==> src/rtl/mem_access_unit.sv <==
// Memory-stage access unit: turns EX/MEM load/store requests into req/ack data-memory
// beats (scalar or four-beat 128-bit matrix), stalls upstream, and returns load results.
module mem_access_unit (
  input  logic         clk,
  input  logic         rst,
  input  logic [31:0]  me_alu_o,
  input  logic [31:0]  me_regs_data2,
  input  logic [127:0] me_matrix_o,
  input  logic [4:0]   me_rd,
  input  logic         me_mem_read,
  input  logic         me_mem_write,
  input  logic         me_mem2reg,
  input  logic [1:0]   me_w_select,
  input  logic [2:0]   me_func3_code,
  output logic         dm_req,
  output logic         dm_we,
  output logic [31:0]  dm_addr,
  output logic [31:0]  dm_wdata,
  output logic [3:0]   dm_wstrb,
  input  logic         dm_ack,
  input  logic [31:0]  dm_rdata,
  output logic         stall_o,
  output logic         wb_valid,
  output logic [4:0]   wb_rd,
  output logic [31:0]  wb_data,
  output logic [127:0] wb_matrix,
  output logic         wb_mem2reg,
  output logic         err_o
);

  localparam logic [1:0] IDLE = 2'd0;
  localparam logic [1:0] REQ  = 2'd1;
  localparam logic [1:0] DONE = 2'd2;

  logic [1:0]  state;
  logic [1:0]  beat;
  logic        is_matrix_p1;
  logic        is_load_p1;
  logic        mem2reg_p1;
  logic [2:0]  func3_p1;
  logic [1:0]  off_p1;
  logic [4:0]  rd_p1;
  logic [95:0] mat_p1;

  logic op;
  logic is_matrix_in;
  logic legal;

  function automatic logic access_ok(input logic rd_en, input logic wr_en, input logic mat,
                                     input logic [2:0] f3, input logic [3:0] a);
    logic ok;
    if (rd_en && wr_en) ok = 1'b0;
    else if (mat) ok = (a == 4'd0);
    else begin
      case (f3)
        3'b000:  ok = 1'b1;
        3'b001:  ok = !a[0];
        3'b010:  ok = (a[1:0] == 2'd0);
        3'b100:  ok = rd_en;
        3'b101:  ok = rd_en && !a[0];
        default: ok = 1'b0;
      endcase
    end
    return ok;
  endfunction

  function automatic logic [3:0] store_strb(input logic [1:0] sz, input logic [1:0] off);
    logic [3:0] s;
    case (sz)
      2'b00:   s = 4'b0001 << off;
      2'b01:   s = off[1] ? 4'b1100 : 4'b0011;
      default: s = 4'b1111;
    endcase
    return s;
  endfunction

  function automatic logic [31:0] store_data(input logic [1:0] sz, input logic [31:0] d);
    logic [31:0] w;
    case (sz)
      2'b00:   w = {4{d[7:0]}};
      2'b01:   w = {2{d[15:0]}};
      default: w = d;
    endcase
    return w;
  endfunction

  // Byte/halfword lane select followed by sign or zero extension (func3[2] = unsigned).
  function automatic logic [31:0] load_extract(input logic [2:0] f3, input logic [1:0] off,
                                               input logic [31:0] w);
    logic signed [7:0]  b;
    logic signed [15:0] h;
    logic signed [31:0] r;
    b = w[{off, 3'b000} +: 8];
    h = off[1] ? w[31:16] : w[15:0];
    case (f3)
      3'b000:  r = 32'(b);
      3'b100:  r = {24'd0, b};
      3'b001:  r = 32'(h);
      3'b101:  r = {16'd0, h};
      default: r = w;
    endcase
    return r;
  endfunction

  assign op           = me_mem_read | me_mem_write;
  assign is_matrix_in = (me_w_select == 2'b01);
  assign legal        = access_ok(me_mem_read, me_mem_write, is_matrix_in, me_func3_code,
                                  me_alu_o[3:0]);
  assign stall_o      = (state == REQ) | ((state == IDLE) & op);

  // Control and result registers
  always_ff @(posedge clk) begin
    if (!rst) begin
      state      <= IDLE;
      beat       <= 2'd0;
      dm_req     <= 1'b0;
      dm_we      <= 1'b0;
      dm_addr    <= 32'd0;
      dm_wdata   <= 32'd0;
      dm_wstrb   <= 4'd0;
      wb_valid   <= 1'b0;
      wb_rd      <= 5'd0;
      wb_data    <= 32'd0;
      wb_matrix  <= 128'd0;
      wb_mem2reg <= 1'b0;
      err_o      <= 1'b0;
    end else begin
      wb_valid <= 1'b0;
      err_o    <= 1'b0;
      case (state)
        IDLE: begin
          if (op) begin
            if (!legal) begin
              state <= DONE;
              err_o <= 1'b1;
            end else begin
              state    <= REQ;
              beat     <= 2'd0;
              dm_req   <= 1'b1;
              dm_we    <= me_mem_write;
              dm_addr  <= {me_alu_o[31:2], 2'b00};
              dm_wdata <= is_matrix_in ? me_matrix_o[31:0]
                                       : store_data(me_func3_code[1:0], me_regs_data2);
              dm_wstrb <= me_mem_read ? 4'b0000
                        : (is_matrix_in ? 4'b1111
                                        : store_strb(me_func3_code[1:0], me_alu_o[1:0]));
            end
          end
        end
        REQ: begin
          if (dm_ack) begin
            if (is_matrix_p1 && (beat != 2'd3)) begin
              beat     <= beat + 2'd1;
              dm_addr  <= dm_addr + 32'd4;
              dm_wdata <= mat_p1[31:0];
            end else begin
              dm_req <= 1'b0;
              state  <= DONE;
              if (is_load_p1) begin
                wb_valid   <= 1'b1;
                wb_rd      <= rd_p1;
                wb_mem2reg <= mem2reg_p1;
                if (is_matrix_p1) wb_matrix <= {dm_rdata, mat_p1};
                else              wb_data   <= load_extract(func3_p1, off_p1, dm_rdata);
              end
            end
          end
        end
        DONE:    state <= IDLE;
        default: state <= IDLE;
      endcase
    end
  end

  // Latched request fields; mat_p1 shifts out store words and shifts in load words
  always_ff @(posedge clk) begin
    if ((state == IDLE) && op) begin
      is_matrix_p1 <= is_matrix_in;
      is_load_p1   <= me_mem_read;
      mem2reg_p1   <= me_mem2reg;
      func3_p1     <= me_func3_code;
      off_p1       <= me_alu_o[1:0];
      rd_p1        <= me_rd;
      mat_p1       <= me_matrix_o[127:32];
    end else if ((state == REQ) && dm_ack) begin
      mat_p1 <= {dm_rdata, mat_p1[95:32]};
    end
  end

endmodule

==> config.mk <==
export PLATFORM = sky130hd
export DESIGN_NAME = mem_access_unit
export DESIGN_NICKNAME = d
export VERILOG_FILES = /design/src/rtl/mem_access_unit.sv
export SDC_FILE = /design/constraint.sdc
export NUM_CORES = 1
export LEC_CHECK = 0
export BUFFER_PORTS_ARGS = -buffer_cell sky130_fd_sc_hd__buf_4
export CELL_PAD_IN_SITES_DETAIL_PLACEMENT = 1
export CELL_PAD_IN_SITES_GLOBAL_PLACEMENT = 2
export CORE_MARGIN = 1.5
export CORE_UTILIZATION = 31
export DETAILED_ROUTE_END_ITERATION = 10
export PLACE_DENSITY_LB_ADDON = 0.2
export SLEW_MARGIN = 40
export SYNTH_ARGS = -nofsm -noshare
export SYNTH_HDL_FRONTEND = slang
export SYNTH_SLANG_ARGS = --single-unit
export TNS_END_PERCENT = 50
==> constraint.sdc <==
create_clock -name clk -period 7.75 [get_ports clk]
set_input_delay 2.325 -clock clk [delete_from_list [all_inputs] [get_ports clk]]
set_output_delay 2.325 -clock clk [all_outputs]
set_load 0.02 [all_outputs]
# Yosys cells after proc, flatten, opt, wreduce, memory -nomap -nowiden
# Index checks and enable logic that the tools add are counted.
# totals
register_bits	351
latchBits	0
ramBits	0
romBits	0
in_bits	240
output_inout_bits	239
word_cells	111
n_memories	0
# classes
addsub	2
mul	0
div_mod_pow	0
n_lt_le_gt_ge	0
eq_ne	16
n_shift	2
n_mux	40
n_bitwise	8
reduce_logical	23
# ops
operator	n
2-to-1 mux 32 bit	9
2-to-1 mux 96 bit	2
one-hot mux 32 bit (2 select lines)	3
one-hot mux 32 bit (4 select lines)	1
adder 32 x 3 -> 32 bit (second input constant)	1
indexed part select 32 x 6 -> 8 bit	1
AND reduction 5 bit	4
2-to-1 mux 16 bit	1
2-to-1 mux 2 bit	8
equality test 3 bit (second input constant)	4
2-to-1 mux 4 bit	3
!= test 2 bit (second input constant)	6
AND reduction 3 bit	3
2-to-1 mux 1 bit	8
one-hot mux 2 bit (2 select lines)	2
one-hot mux 4 bit (2 select lines)	1
equality test 2 x 1 -> 1 bit (second input constant)	3
equality test 3 x 1 -> 1 bit (second input constant)	2
zero test 2 bit	3
zero test 3 bit	2
logical AND 1 bit	5
NOT 1 bit	5
one-hot mux 1 bit (5 select lines)	1
zero test 4 bit	1
10 further kinds	12

# Depth between registers and ports, before layout
# Gate-level depths: netlist (run 1).
# depth
depth_word	8
ltp_mapped	10
ltp_nobuf	6

# Least setup slack after synthesis (run 1)
# OpenSTA, ideal clock, no wires.
# synth_path
path_type	input to register
startpoint	input me_mem_write
endpoint	register mat_p1[0], enable pin
setup_time_ns	0.906
t_arrival_ns	4.734
t_required_ns	6.844
setup_slack_ns	2.110
cell_stages	5
n_path_buf	2
path_cell_list	nor2_1 -> or3_1 -> clkbuf_1 -> clkbuf_1 -> nand2_1
# synth_between
elab_chain_cells	3
# synth_lines
element	line_no	source
start, declared	11	input logic me_mem_write,
bitwise OR 1 bit	105	assign op = me_mem_read | me_mem_write;
logical AND 1 bit	177	if ((state == IDLE) && op) begin
nonzero test 2 bit (no line)	-	
end signal, assigned	184	mat_p1 <= me_matrix_o[127:32];
end signal, assigned	186	mat_p1 <= {dm_rdata, mat_p1[95:32]};
end, declared	43	logic [95:0] mat_p1;
# Every way passes these cells.
# A chain may end at the register's enable or synchronous reset.

# Worst setup path in the final report (run 1)
# layout_path
startpoint	input me_mem_read
endpoint	output stall_o
# layout_between
elab_chain_cells	3
# layout_lines
element	line_no	source
start, declared	10	input logic me_mem_read,
bitwise OR 1 bit	105	
bitwise AND 1 bit	109	assign stall_o = (state == REQ) | ((state == IDLE) & op);
bitwise OR 1 bit	109	
end, declared	22	output logic stall_o,
# Every way passes these cells.

==> run summary, run 1 <==
most frequent cells in the layout - nand2_1, buf_4, dfxtp_1
Syn Std Cell Area - 15260 µm²
Leak - 8.675 nW
WHS Endpoint - wb_matrix[64]$_SDFFE_PN0P_
DRC viols - 0
fmax - 0.1723 GHz
Post-synth EDFFs - 109
Slew Limit Fails - 0
critical path peak fanout - 42
remaining global-route overflow - 0
number of detailed-route iterations in the first pass - 7
GR peak layer - met2
Post-Synth Simple-Gate Area - 22.98%
Critical Path End Type - output port
Gates resized, CTS repair - 0
total chip power - 0.004727 W
H-tree Lvls - 2
num rows - 81
met3 GRT Util - 6.871%
CTS tree - built
r2r setup slk - 3950 ps
layout cells sized above 1 - 25.73%
DIE AREA - 50570 µm²
number of global-route vias before repair - 15040
core area - 48750 µm²
R2R cell count - 5
GRT Util Overall - 25.79%
relative slew slack - 42.71%
cell area after placement - 19350 µm²
Peak VDD IR - 145.1 µV
wire length of the first global-routing pass - 97320 µm
Post-synth top flop - dfxtp_1
Async SR Flop Fraction - 0%
DIE HEIGHT - 224.9 µm
fin util - 42.42%
Layout area overhead - 35.50%
shortest period the worst path allows - 5804 ps
vias post-DR - 14950
Tcrit/Tclk final - 74.89%
RR Startpoint - state[0]$_SDFFE_PN0P_
cts bufs inserted - 42
CTS clk-pin slew, worst paths - 60 ps
# nets final - 2459
Startpoint Class - input pin
multiplexer area fraction after synthesis - 1.140%
final setup fails - 0
Synth Area in Compound Gates - 18.35%
clk sinks - 349
Seq/Total Area, Yosys - 52.93%
Yosys cell types - 70
Yosys reg bits - 349
YS warnings - 0
final wirelength - 67490 µm
ANT nets after route - 0
xor/xnor share of the synthesized area - 0%
Filler cells - 5766
WP data required - 5430 ps
Avg Cell Area, Syn - 8.377 µm²
die width - 224.9 µm
gpl congestion - 0.8777
adder-cell share of the synthesized area - 0.1640%
largest net degree at the start of global routing - 121
Max-cap violations - 0
Synth Instances - 1822
largest family of logic cells by synthesized area - simple AND/OR/NAND/NOR gates
IO Pins - 479
Arr. time, crit path - 3480 ps
initial drt markers - 1201
clock latency on the worst-skew pair - 580 ps
CTS hold repair buffers - 0
Clock Path Buffers - 3
hold_sp - wb_matrix[64]$_SDFFE_PN0P_
Power Density - 228.6 nW/µm²
initial antenna violation count - 5
postcts setup bufs - 0
slew at the pin closest to its max-slew limit - 856.1 ps
DR WL/cell - 23.14 µm
Vias/cell - 5.126
Hold Path Class - reg -> reg
status - complete, no violations
Reg-to-Reg End - mat_p1[91]$_DFFE_PP_
Post-DP HPWL - 48560 µm
initial core utilization - 31.31%
Buffers on Ports - 476
M2 GR Usage - 42.92%
hold depth - 2
Setup TNS Final - 0 ps
RSZ-0062 raised after global routing - no
worst setup path category - in -> out
commonest non-fill, non-tap cell in the layout - nand2_1
final design area excluding fillers - 20680 µm²
Worst Skew - 18.50 ps
root buf cell - clkbuf_16
GRT met1 Usage - 33.00%
Hold Violations, Final - 0
[flip-flops by register name, indices dropped and copies added (netlist names), 3 cells and up]
name / flops
rd_p1: 5
dm_wdata: 32
wb_data: 32
mat_p1: 96
func3_p1: 3
dm_wstrb: 4
wb_matrix: 128
wb_rd: 5
dm_addr: 30
[cells by family (layout without fill, tap and decap cells)]
family                     Yosys count  count (layout)
buffers and inverters              158             585
DFF                                349             349
AOI/OAI and AO/OA                  448             448
muxes                               16              16
adders and majority gates            2               2
other                                1               5
and+or+nand+nor                    848             848
[worst max-delay path: stages]
cell and delay (ps):
buf_4 150, nor2_1 140, or3_4 480, nand2_1 170, buf_4 210
[cell usage after synthesis (4+ instances only)]
library cell	number	share of area, %
nand2_1	653	16
dfxtp_1	240	31
a21oi_1	227	7.4
edfxtp_1	109	21
clkbuf_1	102	2.5
o21ai_0	63	2.1
nor2_1	61	1.5
nand3_1	36	1.2
o221ai_1	26	1.5
buf_2	24	0.79
and2_1	19	0.78
a211oi_1	16	0.79
mux2i_1	14	0.92
nor2b_1	13	0.53
a31oi_1	11	0.45
and3_1	10	0.41
buf_1	10	0.25
inv_1	10	0.25
nand4_1	10	0.41
o22ai_1	10	0.41
or3_1	10	0.41
a22oi_1	9	0.44
a311oi_1	9	0.52
a222oi_1	8	0.52
nand2b_1	8	0.33
o211a_1	8	0.52
o221a_2	8	0.59
o311a_1	8	0.52
a221o_1	7	0.46
nor3_1	7	0.23
o32ai_1	7	0.40
and4_1	5	0.29
buf_4	5	0.25
buf_6	4	0.30
[worst max-delay path by stage]
stage                 start                   to  slack, ps  depth (start not counted)
4_1_cts         me_mem_read              stall_o       1900                          5
2_1_floorplan  me_mem_write  mat_p1[0]$_DFFE_PP_       2110                          5
3_5_place_dp    me_mem_read              stall_o       1910                          5
5_1_grt         me_mem_read              stall_o       1790                          5
6_report        me_mem_read              stall_o       1950                          5
3_3_place_gp    me_mem_read              stall_o       1900                          5
[power by group]
group	internal [W]	total (W)	switching, W
Combinational	0.000230	0.000628	0.000398
Clock	0.00113	0.00193	0.000800
Sequential	0.00205	0.00217	0.000116
Total	0.00341	0.00473	0.00131
[routing by layer]
| layer | vias up | wire [µm] | part of all wire, % |
|---|---|---|---|
| met1 | 7264 | 28390 | 42 |
| li1 | 7113 | - | - |
| met3 | 82 | 5195 | 7.7 |
| met4 | 4 | 1419 | 2.1 |
| met2 | 490 | 32450 | 48 |
| met5 | - | 31 | 0.046 |
[layout make-up]
type | instances | area (µm²) | share of cell area (%)
tap | 664 | 830.8 | 4.017
timing repair buffer | 495 | 3779 | 18.27
antenna | 3 | 7.507 | 0.03630
clock inverter | 16 | 137.6 | 0.6655
multi-input combinational | 1316 | 6603 | 31.93
inverter | 13 | 61.31 | 0.2965
sequential | 349 | 8078 | 39.06
clock buffer | 61 | 1184 | 5.724
[metrics by stage]
stage / hold WS [ps] / instances / setup slack (ps)
floorplan: 447.4 / 1823 / 2110
global placement: 442.7 / 2831 / 1902
detailed placement: 447.1 / 2837 / 1906
CTS: 455.6 / 2914 / 1901
global route: 468.8 / 2917 / 1792
finish: 457.4 / 2917 / 1946
No activity file was read; power rests on OpenSTA's default activity.
==> run 2, diff against run 1 <==
--- a/config.mk
+++ b/config.mk
@@ -9,7 +9,7 @@
 export CELL_PAD_IN_SITES_DETAIL_PLACEMENT = 1
 export CELL_PAD_IN_SITES_GLOBAL_PLACEMENT = 2
 export CORE_MARGIN = 1.5
-export CORE_UTILIZATION = 31
+export CORE_UTILIZATION = 29
 export DETAILED_ROUTE_END_ITERATION = 10
 export PLACE_DENSITY_LB_ADDON = 0.2
 export SLEW_MARGIN = 40
==> constraint.sdc (replaced) <==
create_clock -name clk -period 5.6 [get_ports clk]
set_input_delay 1.68 -clock clk [delete_from_list [all_inputs] [get_ports clk]]
set_output_delay 1.68 -clock clk [all_outputs]
set_load 0.02 [all_outputs]
==> run summary, run 2 (synthesis results as in run 1) <==
status - complete, no violations
DRC viols - 0
Layout area overhead - 36.07%
shortest period the worst path allows - 4272 ps
Seq pwr share - 45.5%
WHS Endpoint - wb_data[13]$_SDFFE_PN0P_
hold depth - 2
root buf cell - clkbuf_16
Hold Path Class - reg -> reg
gpl congestion - 0.8647
vias post-DR - 15120
Biggest register - wb_matrix
clock latency on the worst-skew pair - 560 ps
number of global-route vias before repair - 15450
Clock Path Buffers - 3
Setup TNS Final - 0 ps
# nets final - 2463
postcts setup bufs - 0
Critical Path End Type - output port
relative slew slack - 41.94%
commonest non-fill, non-tap cell in the layout - nand2_1
most frequent cells in the layout - nand2_1, buf_4, dfxtp_1
Reg-to-Reg End - dm_addr[3]$_SDFFE_PN0P_
M2 GR Usage - 40.51%
largest registers - wb_matrix (128), mat_p1 (96)
Sw Ratio - 27.86%
DIE HEIGHT - 232.4 µm
CTS hold repair buffers - 0
Slew Limit Fails - 0
RR Startpoint - state[0]$_SDFFE_PN0P_
fmax - 0.2341 GHz
Arr. time, crit path - 2590 ps
ANT nets after route - 0
core area - 51610 µm²
r2r setup slk - 2230 ps
hold_sp - wb_data[13]$_SDFFE_PN0P_
DR WL/cell - 23.46 µm
layout cells sized above 1 - 26.13%
largest net degree at the start of global routing - 106
remaining global-route overflow - 0
Power Density - 317.9 nW/µm²
RSZ-0062 raised after global routing - no
initial drt markers - 947
number of detailed-route iterations in the first pass - 5
die width - 232.4 µm
GR peak layer - met2
NetSw - 0.001839 W
Gates resized, CTS repair - 0
Buffers on Ports - 476
Startpoint Class - input pin
CTS tree - built
clock share of power - 41.2%
initial core utilization - 29.57%
met3 GRT Util - 5.772%
initial antenna violation count - 8
Leak - 8.731 nW
wire length of the first global-routing pass - 99330 µm
cts bufs inserted - 43
GRT met1 Usage - 31.33%
IO Pins - 479
worst setup path category - in -> out
combinational group share of total power - 13.3%
final setup fails - 0
Vias/cell - 5.143
WP data required - 3920 ps
Peak VDD IR - 214.8 µV
Hold Violations, Final - 0
fin util - 40.24%
hold_ws - 455.9 ps
number of flip-flops in the largest register - 128
GRT Util Overall - 24.69%
Worst Skew - 9.860 ps
Max-cap violations - 0
H-tree Lvls - 2
slew at the pin closest to its max-slew limit - 863.7 ps
num rows - 83
DIE AREA - 54010 µm²
final wirelength - 68960 µm
Post-DP HPWL - 50340 µm
clk sinks - 349
CP Launch Point - me_mem_read
internal power - 0.004764 W
CTS clk-pin slew, worst paths - 60 ps
Tcrit/Tclk final - 76.29%
critical path peak fanout - 9
R2R cell count - 7
[run 2: changes by cell type in the layout (fill, tap and decap cells not counted), sizes merged]
| cell | previous run | this run |
|---|---|---|
| buf | 495 | 498 |
| clkinv | 12 | 13 |
| diode | 3 | 6 |
[run 2: worst max-delay path, stage by stage]
cell	delay (ps)
buf_4	140
nor2_1	70
or3_4	360
nand2_1	160
buf_4	170
[run 2: per-layer routing]
metal,up-vias,wire (µm)
li1,7122,-
met1,7434,28930
met2,462,33030
met3,99,4854
met4,4,2126
met5,-,20
[run 2: worst max-delay path by stage]
stage | end | cells after the start
3_5_place_dp | dm_addr[29]$_SDFFE_PN0P_ | 9
2_1_floorplan | mat_p1[0]$_DFFE_PP_ | 5
4_1_cts | stall_o | 5
6_report | stall_o | 5
3_3_place_gp | stall_o | 5
5_1_grt | stall_o | 5
[run 2: area by class of cell]
type	instances	area (µm²)
Fill cell	6089	30850
Sequential cell	349	8078
Multi-Input combinational cell	1316	6586
Timing Repair Buffer	498	3827
Clock buffer	61	1214
Tap cell	680	850.8
Clock inverter	17	135.1
Inverter	13	61.31
Antenna cell	6	15.01
[run 2: through the flow]
step	setup slack [ps]	power, W	instance area, µm²	std cells
after global routing	1307	0.006850	20760	2939
after global placement	1338	0.003921	19290	2852
final	1328	0.006603	20770	2940
after CTS	1338	0.006667	20730	2934
after detailed placement	1235	0.003942	19380	2856
after floorplan	605.1	0.003437	15270	1823
[run 2: power groups by stage]
stage	clock [W]	sequential [W]	combinational, W
6_report	0.00272	0.00301	0.000879
3_3_place_gp	0	0.00306	0.000861
5_1_grt	0.00287	0.00303	0.000953
3_5_place_dp	0	0.00306	0.000883
2_1_floorplan	0	0.00301	0.000423
4_1_cts	0.00277	0.00301	0.000887
==> run 3, diff against run 2 <==
--- a/config.mk
+++ b/config.mk
@@ -5,11 +5,12 @@
 export SDC_FILE = /design/constraint.sdc
 export NUM_CORES = 1
 export LEC_CHECK = 0
+export ABC_AREA = 1
 export BUFFER_PORTS_ARGS = -buffer_cell sky130_fd_sc_hd__buf_4
 export CELL_PAD_IN_SITES_DETAIL_PLACEMENT = 1
 export CELL_PAD_IN_SITES_GLOBAL_PLACEMENT = 2
 export CORE_MARGIN = 1.5
-export CORE_UTILIZATION = 29
+export CORE_UTILIZATION = 28
 export DETAILED_ROUTE_END_ITERATION = 10
 export PLACE_DENSITY_LB_ADDON = 0.2
 export SLEW_MARGIN = 40
==> constraint.sdc (replaced) <==
create_clock -name clk -period 4.3 [get_ports clk]
set_input_delay 1.29 -clock clk [delete_from_list [all_inputs] [get_ports clk]]
set_output_delay 1.29 -clock clk [all_outputs]
set_load 0.02 [all_outputs]
==> run summary, run 3 <==
clk sinks - 349
top cells by area, synth - dfxtp_1, edfxtp_1, nand2_1
Buffers on Ports - 476
xor/xnor share of the synthesized area - 0.2796%
WHS Endpoint - dm_wstrb[3]$_SDFFE_PN0P_
Power Density - 414.8 nW/µm²
Slew Limit Fails - 0
# nets final - 2773
clock latency on the worst-skew pair - 560 ps
number of flip-flops in the largest register - 128
Yosys reg bits - 349
slew at the pin closest to its max-slew limit - 826.7 ps
Post-DP HPWL - 50120 µm
ANT nets after route - 0
Leak - 9.856 nW
commonest cells in the synthesized netlist - nand2_1, nor2_1, o21ai_0
number of detailed-route iterations in the first pass - 5
crit-path max cell delay - 170 ps
largest area contributor in the netlist - dfxtp_1
cell family with most CP delay - buffers and inverters
Post-synth top flop - dfxtp_1
layout cells sized above 1 - 22.95%
Gates resized, CTS repair - 0
Synth Area in Compound Gates - 14.78%
top-count cell post-synth - nand2_1
largest net degree at the start of global routing - 199
Synth Instances - 2115
CTS tree - built
IO Pins - 479
relative slew slack - 44.89%
fmax - 0.3011 GHz
wire length of the first global-routing pass - 100200 µm
Tcrit/Tclk final - 77.24%
shortest period the worst path allows - 3321 ps
DIE HEIGHT - 239.5 µm
DR WL/cell - 20.68 µm
postcts setup bufs - 0
Yosys cell types - 38
initial antenna violation count - 8
Worst Skew - 10.65 ps
RR Startpoint - func3_p1[1]$_DFFE_PP_
Reg-to-Reg End - wb_data[18]$_SDFFE_PN0P_
r2r setup slk - 1380 ps
GRT Util Overall - 23.37%
combinational group share of total power - 13.9%
Seq/Total Area, Yosys - 51.58%
commonest non-fill, non-tap cell in the layout - nand2_1
hold depth - 2
final setup fails - 0
num rows - 86
NetSw - 0.002478 W
DIE AREA - 57360 µm²
critical-path cell list - buf_4 > nor2_1 > nor2_4 > inv_2 > nand2_1 > buf_4
root buf cell - clkbuf_16
Startpoint Class - input pin
RSZ-0062 raised after global routing - no
CP Buf/Inv Count - 3
largest family of logic cells by synthesized area - simple AND/OR/NAND/NOR gates
H-tree Lvls - 2
Post-Synth Simple-Gate Area - 26.46%
Post-synth EDFFs - 109
Hold Path Class - reg -> reg
core area - 55200 µm²
hold_ws - 469.9 ps
WP data required - 3010 ps
internal power - 0.006358 W
Async SR Flop Fraction - 0%
Max-cap violations - 0
CTS clk-pin slew, worst paths - 60 ps
multiplexer area fraction after synthesis - 0%
cts bufs inserted - 43
Hold Violations, Final - 0
critical path peak fanout - 8
total chip power - 0.008836 W
cell area after placement - 19840 µm²
CP dominant cell by count - buf_4
CP max-delay cell - nor2_1
hold_sp - dm_wstrb[3]$_SDFFE_PN0P_
worst setup path category - in -> out
Seq pwr share - 44.2%
Biggest register - wb_matrix
DRC viols - 0
most frequent cells in the layout - nand2_1, buf_4, nor2_1
Arr. time, crit path - 2030 ps
Setup TNS Final - 0 ps
CTS hold repair buffers - 0
Critical Path End Type - output port
Filler cells - 6757
YS warnings - 0
initial core utilization - 28.37%
Vias/cell - 4.705
die width - 239.5 µm
R2R cell count - 7
Sw Ratio - 28.04%
largest registers - wb_matrix (128), mat_p1 (96)
clock share of power - 41.9%
Avg Cell Area, Syn - 7.405 µm²
final wirelength - 68630 µm
status - complete, no violations
Peak VDD IR - 263.0 µV
remaining global-route overflow - 0
fin util - 38.59%
vias post-DR - 15620
Layout area overhead - 36.02%
gpl congestion - 0.8567
final design area excluding fillers - 21300 µm²
initial drt markers - 772
Clock Path Buffers - 3
number of global-route vias before repair - 15960
adder-cell share of the synthesized area - 0.1598%
Syn Std Cell Area - 15660 µm²
top cell type's share of synthesized area - 30.68%
[run 3: changes by cell type after synthesis, sizes merged, moves of 119 or more]
cell and change:
a21oi -129, nor2 +367, inv +121, nand2 -119, o21ai +248
[run 3: area by class of cell]
type                    instances  area (µm²)  area share [%]
diodes                          5       12.51         0.05874
clock buffers                  57        1200           5.633
clock inverters                23       226.5           1.063
inverters                     135       508.0           2.385
multi-input cells            1507        6548           30.74
flip-flops and latches        349        8078           37.92
well taps                     748       935.9           4.394
repair buffers                495        3794           17.81
[run 3: how the worst max path moves through the flow]
| stage | endpoint | slack, ps | from | cells past startpoint |
|---|---|---|---|---|
| after global routing | stall_o | 920 | me_mem_read | 6 |
| after floorplan | mat_p1[0]$_DFFE_PP_ | 610 | me_mem_write | 6 |
| after detailed placement | dm_addr[2]$_SDFFE_PN0P_ | 810 | me_func3_code[0] | 10 |
| final | stall_o | 980 | me_mem_read | 6 |
| after global placement | dm_addr[22]$_SDFFE_PN0P_ | 940 | me_func3_code[0] | 10 |
| after CTS | stall_o | 970 | me_mem_read | 6 |
[run 3: tightest hold or removal path: cells and delay by family (launching register included)]
family             cells  cell delay, ps
AOI/OAI and AO/OA      1              50
DFF                    1             310
and+or+nand+nor        1              60
[run 3: logic make-up after synthesis]
family / Yosys count
adders and majority gates: 2
xor gates and xnor gates: 5
DFF: 349
other: 1
AOI/OAI and AO/OA: 445
buffers and inverters: 260
and+or+nand+nor: 1053
[run 3: routing by layer]
metal | GRT usage, % | wire length (µm)
met4 | 5.619 | 1266
met3 | 6.500 | 4952
met2 | 38.69 | 32310
met1 | 29.97 | 30080
met5 | 0 | 31
[run 3: power groups by stage]
stage	logic, W	registers [W]	clock network, W
4_1_cts	0.00124	0.00391	0.00380
2_1_floorplan	0.000590	0.00396	0
6_report	0.00123	0.00391	0.00370
3_3_place_gp	0.00122	0.00398	0
5_1_grt	0.00136	0.00394	0.00393
3_5_place_dp	0.00124	0.00398	0
[run 3: through the flow]
| stage | setup WS (ps) | std cells |
|---|---|---|
| finish | 978.9 | 3319 |
| global route | 918.4 | 3317 |
| CTS | 968.6 | 3313 |
| detailed placement | 812.6 | 3233 |
| global placement | 942.4 | 3233 |
| floorplan | 612.7 | 2116 |
